<file path="config.mk">
export PLATFORM = sky130hd
export DESIGN_NAME = slot_spin_sequencer
export DESIGN_NICKNAME = d
export VERILOG_FILES = /design/src/rtl/slot_spin_sequencer.sv
export SDC_FILE = /design/constraint.sdc
export NUM_CORES = 1
export LEC_CHECK = 0
export BUFFER_PORTS_ARGS = -buffer_cell sky130_fd_sc_hd__buf_2
export CORE_MARGIN = 2
export CORE_UTILIZATION = 61
export DETAILED_ROUTE_END_ITERATION = 10
export HOLD_SLACK_MARGIN = 0.03
export PLACE_DENSITY = 0.83
export SYNTH_ARGS = -nofsm -noshare
export SYNTH_HDL_FRONTEND = slang
export SYNTH_SLANG_ARGS = --single-unit
</file>
<file path="constraint.sdc">
create_clock -name clock -period 3.1 [get_ports clock]
set_clock_uncertainty 0.15 [all_clocks]
set_input_delay 0.62 -clock clock [delete_from_list [all_inputs] [get_ports clock]]
set_output_delay 0.62 -clock clock [all_outputs]
set_load 0.02 [all_outputs]
</file>
<file path="src/rtl/slot_spin_sequencer.sv">
// Slot machine game sequencer.
//
// Accepts debounced spin/coin pulses, spins three reels with staggered stops whose
// duration is jittered by a free-running LFSR, scores the final reels and keeps the
// credit count. Outputs feed the 4-digit seven-segment display controller:
// reel0/reel1/reel2 -> num_in1/num_in/num_in2, credits -> num_in3.
//
// Ports:
//   clock     in   system clock, rising edge
//   reset     in   asynchronous active-high reset
//   spin      in   one-cycle spin request
//   coin      in   one-cycle coin insert
//   reel0..2  out  reel symbols (3 bits each)
//   credits   out  credit count, saturating 0..7
//   busy      out  high whenever a spin is in progress
//   win_code  out  last result: 0 none, 1 pair, 2 jackpot
//   win_pulse out  one-cycle pulse on a pair or jackpot result
module slot_spin_sequencer #(
  parameter int unsigned TICK_DIV      = 5000000,
  parameter int unsigned STOP_TICKS    = 20,
  parameter int unsigned STAGGER_TICKS = 8,
  parameter int unsigned CREDIT_INIT   = 3
) (
  input  logic       clock,
  input  logic       reset,
  input  logic       spin,
  input  logic       coin,
  output logic [2:0] reel0,
  output logic [2:0] reel1,
  output logic [2:0] reel2,
  output logic [2:0] credits,
  output logic       busy,
  output logic [1:0] win_code,
  output logic       win_pulse
);

  localparam int unsigned DivW = $clog2(TICK_DIV);
  localparam logic [DivW-1:0] DivMax = DivW'(TICK_DIV - 1);
  localparam logic [7:0] StopTicks = 8'(STOP_TICKS);
  localparam logic [7:0] StaggerTicks = 8'(STAGGER_TICKS);

  typedef enum logic [2:0] {
    StIdle,
    StSpinAll,
    StSpin2,
    StSpin1,
    StResult
  } state_e;

  state_e          state_q, state_d;
  logic [DivW-1:0] div_q, div_d;
  logic [7:0]      tick_cnt_q, tick_cnt_d;
  logic [7:0]      lfsr_q, lfsr_d;
  logic [2:0]      jitter_q, jitter_d;
  logic [2:0]      reel0_q, reel0_d;
  logic [2:0]      reel1_q, reel1_d;
  logic [2:0]      reel2_q, reel2_d;
  logic [2:0]      credits_q, credits_d;
  logic            busy_q, busy_d;
  logic [1:0]      win_code_q, win_code_d;
  logic            win_pulse_q, win_pulse_d;

  logic       tick;
  logic [7:0] tick_inc;
  logic [7:0] stop0, stop1, stop2;
  logic       accept;
  logic [2:0] payout;
  logic [3:0] cred_sum;
  logic       eq01, eq12, eq02;

  assign tick     = (state_q != StIdle) && (div_q == DivMax);
  assign tick_inc = tick_cnt_q + 8'd1;
  assign stop0    = StopTicks + {5'd0, jitter_q};
  assign stop1    = stop0 + StaggerTicks;
  assign stop2    = stop1 + StaggerTicks;

  assign eq01 = (reel0_q == reel1_q);
  assign eq12 = (reel1_q == reel2_q);
  assign eq02 = (reel0_q == reel2_q);

  // Free-running LFSR; it never stalls, so spin timing relative to reset picks the jitter.
  assign lfsr_d = {lfsr_q[6:0], lfsr_q[7] ^ lfsr_q[5] ^ lfsr_q[4] ^ lfsr_q[3]};

  always_comb begin
    state_d     = state_q;
    div_d       = div_q;
    tick_cnt_d  = tick_cnt_q;
    jitter_d    = jitter_q;
    reel0_d     = reel0_q;
    reel1_d     = reel1_q;
    reel2_d     = reel2_q;
    win_code_d  = win_code_q;
    win_pulse_d = 1'b0;
    accept      = 1'b0;
    payout      = 3'd0;

    if (state_q != StIdle) begin
      div_d = tick ? '0 : div_q + DivW'(1);
    end

    unique case (state_q)
      StIdle: begin
        // Credits are sampled before any same-cycle coin is added.
        if (spin && (credits_q != 3'd0)) begin
          accept     = 1'b1;
          state_d    = StSpinAll;
          div_d      = '0;
          tick_cnt_d = 8'd0;
          jitter_d   = lfsr_q[2:0];
        end
      end
      StSpinAll: begin
        if (tick) begin
          tick_cnt_d = tick_inc;
          reel0_d    = reel0_q + 3'd1;
          reel1_d    = reel1_q + 3'd3;
          reel2_d    = reel2_q + 3'd5;
          if (tick_inc == stop0) state_d = StSpin2;
        end
      end
      StSpin2: begin
        if (tick) begin
          tick_cnt_d = tick_inc;
          reel1_d    = reel1_q + 3'd3;
          reel2_d    = reel2_q + 3'd5;
          if (tick_inc == stop1) state_d = StSpin1;
        end
      end
      StSpin1: begin
        if (tick) begin
          tick_cnt_d = tick_inc;
          reel2_d    = reel2_q + 3'd5;
          if (tick_inc == stop2) state_d = StResult;
        end
      end
      StResult: begin
        state_d = StIdle;
        if (eq01 && eq12) begin
          win_code_d  = 2'd2;
          win_pulse_d = 1'b1;
          payout      = 3'd3;
        end else if (eq01 || eq12 || eq02) begin
          win_code_d  = 2'd1;
          win_pulse_d = 1'b1;
          payout      = 3'd1;
        end else begin
          win_code_d  = 2'd0;
        end
      end
      default: state_d = StIdle;
    endcase

    // accept implies credits_q >= 1, so the subtraction cannot wrap; max sum is 11.
    cred_sum  = {1'b0, credits_q} + {3'd0, coin} + {1'b0, payout} - {3'd0, accept};
    credits_d = (cred_sum > 4'd7) ? 3'd7 : cred_sum[2:0];

    busy_d = (state_d != StIdle);
  end

  always_ff @(posedge clock or posedge reset) begin
    if (reset) begin
      state_q     <= StIdle;
      div_q       <= '0;
      tick_cnt_q  <= 8'd0;
      lfsr_q      <= 8'h01;
      jitter_q    <= 3'd0;
      reel0_q     <= 3'd0;
      reel1_q     <= 3'd0;
      reel2_q     <= 3'd0;
      credits_q   <= 3'(CREDIT_INIT);
      busy_q      <= 1'b0;
      win_code_q  <= 2'd0;
      win_pulse_q <= 1'b0;
    end else begin
      state_q     <= state_d;
      div_q       <= div_d;
      tick_cnt_q  <= tick_cnt_d;
      lfsr_q      <= lfsr_d;
      jitter_q    <= jitter_d;
      reel0_q     <= reel0_d;
      reel1_q     <= reel1_d;
      reel2_q     <= reel2_d;
      credits_q   <= credits_d;
      busy_q      <= busy_d;
      win_code_q  <= win_code_d;
      win_pulse_q <= win_pulse_d;
    end
  end

  assign reel0     = reel0_q;
  assign reel1     = reel1_q;
  assign reel2     = reel2_q;
  assign credits   = credits_q;
  assign busy      = busy_q;
  assign win_code  = win_code_q;
  assign win_pulse = win_pulse_q;

endmodule

</file>
==> results of run 1 <==
-- per-stage QoR --
stage               hold slack [ns]  utilization  setup WS (ns)  power, mW  cells
CTS                           0.208        0.683          0.264       1.66    459
detailed placement            0.195        0.653          0.263       1.05    443
global placement              0.183        0.653          0.375       1.03    443
global route                  0.213        0.683         0.0888       1.72    459
floorplan                     0.181            -          0.440      0.990    359
finish                        0.200        0.683          0.263       1.64    459
-- where the power goes --
group / internal (mW) / switching, mW / leakage, nW
Combinational: 0.0775 / 0.117 / 0.941
Sequential: 0.822 / 0.0138 / 0.771
Clock: 0.309 / 0.300 / 0.0824
-- cells in the final DEF (no fill, tap or decap), types with 2 or more instances in the layout --
cell        instances
dfrtp_1            58
nand2_1            48
nor2_1             32
xnor2_1            29
nand3_1            19
o21ai_0            19
buf_2              19
inv_1              15
xor2_1             15
clkbuf_8           10
nand4_1             9
a21oi_1             9
ha_1                9
and3_1              8
nor3_1              7
or3_1               7
buf_4               7
nand3b_1            4
a31oi_1             3
o22ai_1             3
nand2b_1            3
nor3b_1             3
dfstp_2             3
o31a_1              2
and3_2              2
and2_1              2
nor4_1              2
a21o_1              2
fa_1                2
clkbuf_1            2
clkinvlp_4          2
clkinv_2            2
-- registers in the layout, indices dropped and copies added (netlist names) --
signal / count
reel1: 3
win_pulse: 1
credits: 3
div_q: 23
reel0: 3
win_code: 2
busy: 1
tick_cnt_q: 8
state_q: 3
jitter_q: 3
reel2: 3
lfsr_q: 8
-- metal layers --
metal | track usage | wire length, um | up-vias
li1 | - | - | 1288
met1 | 0.341 | 3120 | 1310
met2 | 0.398 | 3520 | 61
met3 | 0.0716 | 299 | 11
met4 | 0.0931 | 117 | 0
met5 | 0 | 0 | -
-- cell type report --
cell class	count	share of cell area
repair buffers	26	0.0392
clock inverters	4	0.00665
flip-flops and latches	61	0.407
inverters	16	0.0160
well taps	72	0.0239
clock buffers	12	0.0386
multi-input cells	268	0.469
-- logic make-up after synthesis --
| family | synth area share |
|---|---|
| mux | 0.0137 |
| xor+xnor | 0.111 |
| buf+inv | 0.0477 |
| compound gates | 0.0922 |
| flops | 0.442 |
| simple gates | 0.249 |
| fa+ha+maj | 0.0441 |
-- worst max path at each step --
stage / end / slack (ns) / startpoint
global placement: state_q[1] / 0.38 / tick_cnt_q[0]
CTS: state_q[1] / 0.26 / tick_cnt_q[0]
floorplan: credits[1] / 0.44 / state_q[2]
global route: credits[2] / 0.09 / state_q[1]
finish: state_q[1] / 0.26 / tick_cnt_q[0]
detailed placement: credits[2] / 0.26 / state_q[1]
==> results.sh, run 1 <==
export IMPL_numCtsBuffers=9
export IMPL_grt_pass1_vias=2606
export IMPL_synth_nets=374
export IMPL_max_slew_margin=0.532
export IMPL_rr_worst_depth=7
export IMPL_arrival_ns=2.94
export IMPL_die_y_um=79.3
export IMPL_status="completed"
export IMPL_setup_violations=0
export IMPL_clk_latency_ns=0.34
export IMPL_first_pass_iters=4
export IMPL_start_kind="register"
export IMPL_period_needed_ns=2.84
export IMPL_max_stage_delay_ns=0.55
export IMPL_ant_nets=0
export IMPL_grt_max_degree=36
export IMPL_hold_violations=0
export IMPL_min_path_type="register to register"
export IMPL_multiInputGateArea_um2=1770
export IMPL_vias=2670
export IMPL_gp_congestion=0.892
export IMPL_synth_top_area_frac=0.419
export IMPL_yosys_top_cells_area="dfrtp_1 (42%), xnor2_1 (7.3%), nand2_1 (5.2%), xor2_1 (3.8%), nor2_1 (3.5%)"
export IMPL_reg2reg_to="state_q[1]"
export IMPL_finalMaxSlewViolations=0
export IMPL_maxCapViolCount=0
export IMPL_cts_root_buf="clkbuf_8"
export IMPL_yosysSeqAreaShare=0.442
export IMPL_die_w_um=79.3
export IMPL_viasPerCell=5.82
export IMPL_fin_nets=397
export IMPL_yosys_warnings=0
export IMPL_clk_pin_slew_worst_paths_ns=0.07
export IMPL_cts_resized=0
export IMPL_worstSetupEndpointType="register"
export IMPL_routed_wl_um=7060
export IMPL_core_area_um2=5510
export IMPL_yosysMostFrequentCell="dfrtp_1"
export IMPL_worstHoldStart="lfsr_q[6]"
export IMPL_crit_slowest_cell="mux4_1"
export IMPL_hold_end="lfsr_q[7]"
export IMPL_synth_seq_cells=61
export IMPL_io_buffers=19
export IMPL_syn_to_final_growth_pct=8.75
export IMPL_worst_slew_pin_slew_ns=0.700
export IMPL_p_per_area_nw_per_um2=436
export IMPL_rrSetupSlack_ns=0.26
export IMPL_path_max_fanout=16
export IMPL_num_fill_cells=423
export IMPL_grt_setup_unrepaired="no"
export IMPL_grt_pass1_wl_um=12300
export IMPL_worst_setup_path_type="register to register"
export IMPL_crit_cells=7
export IMPL_async_reset_ff_frac=1.00
export IMPL_ctsHoldBuffers=0
export IMPL_postCtsSetupRepairBufs=0
export IMPL_wl_per_cell_um=15.4
export IMPL_htree_num_levels=3
export IMPL_grt_util_all_layers=0.255
export IMPL_ys_types=58
export IMPL_start_util=0.628
export IMPL_hold_depth=0
export IMPL_syn_area_per_cell_um2=9.64
export IMPL_critPathBufInv=0
export IMPL_tns_ns=0
export IMPL_leakage_nw=1.79
export IMPL_max_vdd_ir_drop_mv=0.401
export IMPL_synth_top_area_cell="dfrtp_1"
export IMPL_fmax_ghz=0.353
export IMPL_reg2reg_from="tick_cnt_q[0]"
export IMPL_drtIter0Drc=194
export IMPL_dp_hpwl_um=5060
export IMPL_cts_tree="yes"
export IMPL_crit_chain="ha_1 -> or2_2 -> mux4_1 -> a21oi_4 -> nand4b_4 -> or3_1 -> a21oi_1"
export IMPL_synth_ff_type="dfrtp_1"
export IMPL_syn_area_um2=3460
export IMPL_seq_area_um2=1530
export IMPL_post_route_period_util=0.915
export IMPL_drc=0
export IMPL_antenna_found_initial=0
export IMPL_synth_common_cells="dfrtp_1 (58), nand2_1 (48), nor2_1 (32)"
export IMPL_critical_path_top_delay_family="simple AND/OR/NAND/NOR gates"
export IMPL_n_antenna_cell=0
export IMPL_rows=27
export IMPL_syn_inst=359
export IMPL_synth_edf_count=0
export IMPL_stdcell_area_um2=3760
export IMPL_die_area_um2=6290
export IMPL_overflow=0
export IMPL_crit_required_ns=3.21
export IMPL_cts_buffer_depth=2
export IMPL_place_area_um2=3590
export IMPL_io_pins=20
export IMPL_drive_gt1_frac=0.150
export IMPL_clock_sink_count=61
No activity file was read; power rests on OpenSTA's default activity.
==> run 2, diff against run 1 <==
--- a/config.mk
+++ b/config.mk
@@ -8,9 +8,11 @@
 export BUFFER_PORTS_ARGS = -buffer_cell sky130_fd_sc_hd__buf_2
 export CORE_MARGIN = 2
 export CORE_UTILIZATION = 61
+export CTS_CLUSTER_SIZE = 24
 export DETAILED_ROUTE_END_ITERATION = 10
+export GPL_ROUTABILITY_DRIVEN = 0
 export HOLD_SLACK_MARGIN = 0.03
-export PLACE_DENSITY = 0.83
+export PLACE_DENSITY = 0.85
 export SYNTH_ARGS = -nofsm -noshare
 export SYNTH_HDL_FRONTEND = slang
 export SYNTH_SLANG_ARGS = --single-unit
==> run 2 against run 1 <==
Net effect:
- combinational power fell by 6%
- sequential cell count did not move
- worst setup slack got worse by 0.011 ns
- critical path type unchanged
- largest cell class unchanged
==> results.sh, run 2 (same netlist as run 1, synthesis figures left out) <==
export IMPL_layout_commonest_cell="dfrtp_1"
export IMPL_clock_sink_count=61
export IMPL_routed_wl_um=6810
export IMPL_crit_required_ns=3.21
export IMPL_die_y_um=79.3
export IMPL_maxCapViolCount=0
export IMPL_layoutNonFillerInstCount=459
export IMPL_clk_pin_slew_worst_paths_ns=0.07
export IMPL_grt_pass1_wl_um=12200
export IMPL_largest_register_ff_count=23
export IMPL_num_fill_cells=398
export IMPL_finalPower_mw=1.70
export IMPL_antenna_found_initial=0
export IMPL_multiInputGateArea_um2=1770
export IMPL_start_util=0.628
export IMPL_crit_chain="ha_1 -> or2_2 -> mux4_1 -> a21oi_4 -> nand4b_4 -> or3_1 -> a21oi_1"
export IMPL_grt_pass1_vias=2652
export IMPL_layout_common_cells="dfrtp_1 (58), nand2_1 (48), nor2_1 (32)"
export IMPL_fmax_ghz=0.351
export IMPL_drive_gt1_frac=0.152
export IMPL_post_route_period_util=0.919
export IMPL_syn_to_final_growth_pct=9.73
export IMPL_first_pass_iters=4
export IMPL_stdcell_area_um2=3800
export IMPL_p_per_area_nw_per_um2=448
export IMPL_worstSetupEndpointType="register"
export IMPL_drtIter0Drc=146
export IMPL_grt_max_degree=36
export IMPL_status="completed"
export IMPL_seq_area_um2=1530
export IMPL_postCtsSetupRepairBufs=0
export IMPL_die_area_um2=6290
export IMPL_ctsHoldBuffers=0
export IMPL_viasPerCell=5.83
export IMPL_ant_nets=0
export IMPL_max_slew_margin=0.610
export IMPL_core_area_um2=5510
export IMPL_max_vdd_ir_drop_mv=0.452
export IMPL_htree_num_levels=3
export IMPL_dp_cells=443
export IMPL_start_kind="register"
export IMPL_vias=2677
export IMPL_crit_slowest_cell="mux4_1"
export IMPL_die_w_um=79.3
export IMPL_top_register="div_q"
export IMPL_io_pins=20
export IMPL_worst_slew_pin_slew_ns=0.584
export IMPL_cts_root_buf="clkbuf_8"
export IMPL_leakage_nw=1.81
export IMPL_io_buffers=19
export IMPL_min_path_type="primary input to asynchronous set/reset pin"
export IMPL_wl_per_cell_um=14.8
export IMPL_period_needed_ns=2.85
export IMPL_grt_setup_unrepaired="no"
export IMPL_fin_util=0.690
export IMPL_hold_violations=0
export IMPL_cts_resized=0
export IMPL_max_stage_delay_ns=0.54
export IMPL_cts_tree="yes"
export IMPL_fin_nets=397
export IMPL_arrival_ns=2.96
export IMPL_setup_violations=0
export IMPL_place_area_um2=3610
export IMPL_drc=0
export IMPL_numCtsBuffers=9
export IMPL_grt_util_all_layers=0.251
export IMPL_path_max_fanout=16
export IMPL_overflow=0
export IMPL_cts_buffer_depth=2
export IMPL_tns_ns=0
export IMPL_finalMaxSlewViolations=0
export IMPL_biggestRegsByFlops="div_q x23, lfsr_q x8, tick_cnt_q x8"
export IMPL_n_antenna_cell=0
export IMPL_worst_setup_path_type="register to register"
export IMPL_rows=27
export IMPL_clk_latency_ns=0.34
export IMPL_dp_hpwl_um=4890
[run 2: cell count changes in the layout (fill, tap and decap cells not counted)]
cell,delta
clkbuf_8,-1
clkinv_4,+1
clkbuf_1,-1
buf_12,+1
bufinv_16,+1
buf_4,-1
[run 2: area by class of cell]
type,instances,share of cell area
Clock buffer,10,0.0336
Clock inverter,6,0.0168
Inverter,16,0.0158
Multi-Input combinational cell,268,0.465
Sequential cell,61,0.403
Tap cell,72,0.0237
Timing Repair Buffer,26,0.0422
[run 2: critical path, delay by kind of cell (launching register included)]
family | cells | cell delay (ns)
AO/OA/AOI/OAI | 2 | 0.40
adder cells (fa/ha/maj) | 1 | 0.41
flip-flops | 1 | 0.48
multiplexers | 1 | 0.54
AND/OR/NAND/NOR | 3 | 0.80
[run 2: per-layer routing]
| layer | part of all wire | global-route usage | vias to the layer above |
|---|---|---|---|
| met2 | 0.50 | 0.403 | 49 |
| met1 | 0.45 | 0.324 | 1313 |
| met3 | 0.039 | 0.0750 | 13 |
| met5 | 0 | 0 | - |
| li1 | - | - | 1302 |
| met4 | 0.014 | 0.0862 | 0 |
[run 2: final timing paths]
| kind | startpoint | endpoint | slack, ns | cells past startpoint |
|---|---|---|---|---|
| setup / recovery | tick_cnt_q[0] | state_q[1] | 0.25 | 7 |
| hold / removal | reset | div_q[3] | 0.18 | 2 |
| setup reg to reg | tick_cnt_q[0] | state_q[1] | 0.25 | 7 |
| hold reg to reg | lfsr_q[6] | lfsr_q[7] | 0.21 | 0 |
| max in group asynchronous | reset | credits[1] | 1.97 | 3 |
| min in group clock | lfsr_q[6] | lfsr_q[7] | 0.21 | 0 |
[run 2: per-stage QoR]
stage	hold slack (ns)	setup slack, ns
2_1_floorplan	0.181	0.440
3_3_place_gp	0.192	0.378
3_5_place_dp	0.189	0.268
4_1_cts	0.198	0.250
5_1_grt	0.215	0.0977
6_report	0.182	0.252
[run 2: where the power goes]
| group | leakage (nW) | internal [mW] | switching (mW) |
|---|---|---|---|
| registers | 0.771 | 0.821 | 0.0146 |
| logic | 0.946 | 0.0749 | 0.109 |
| clock network | 0.0923 | 0.369 | 0.313 |
| total | 1.81 | 1.27 | 0.436 |
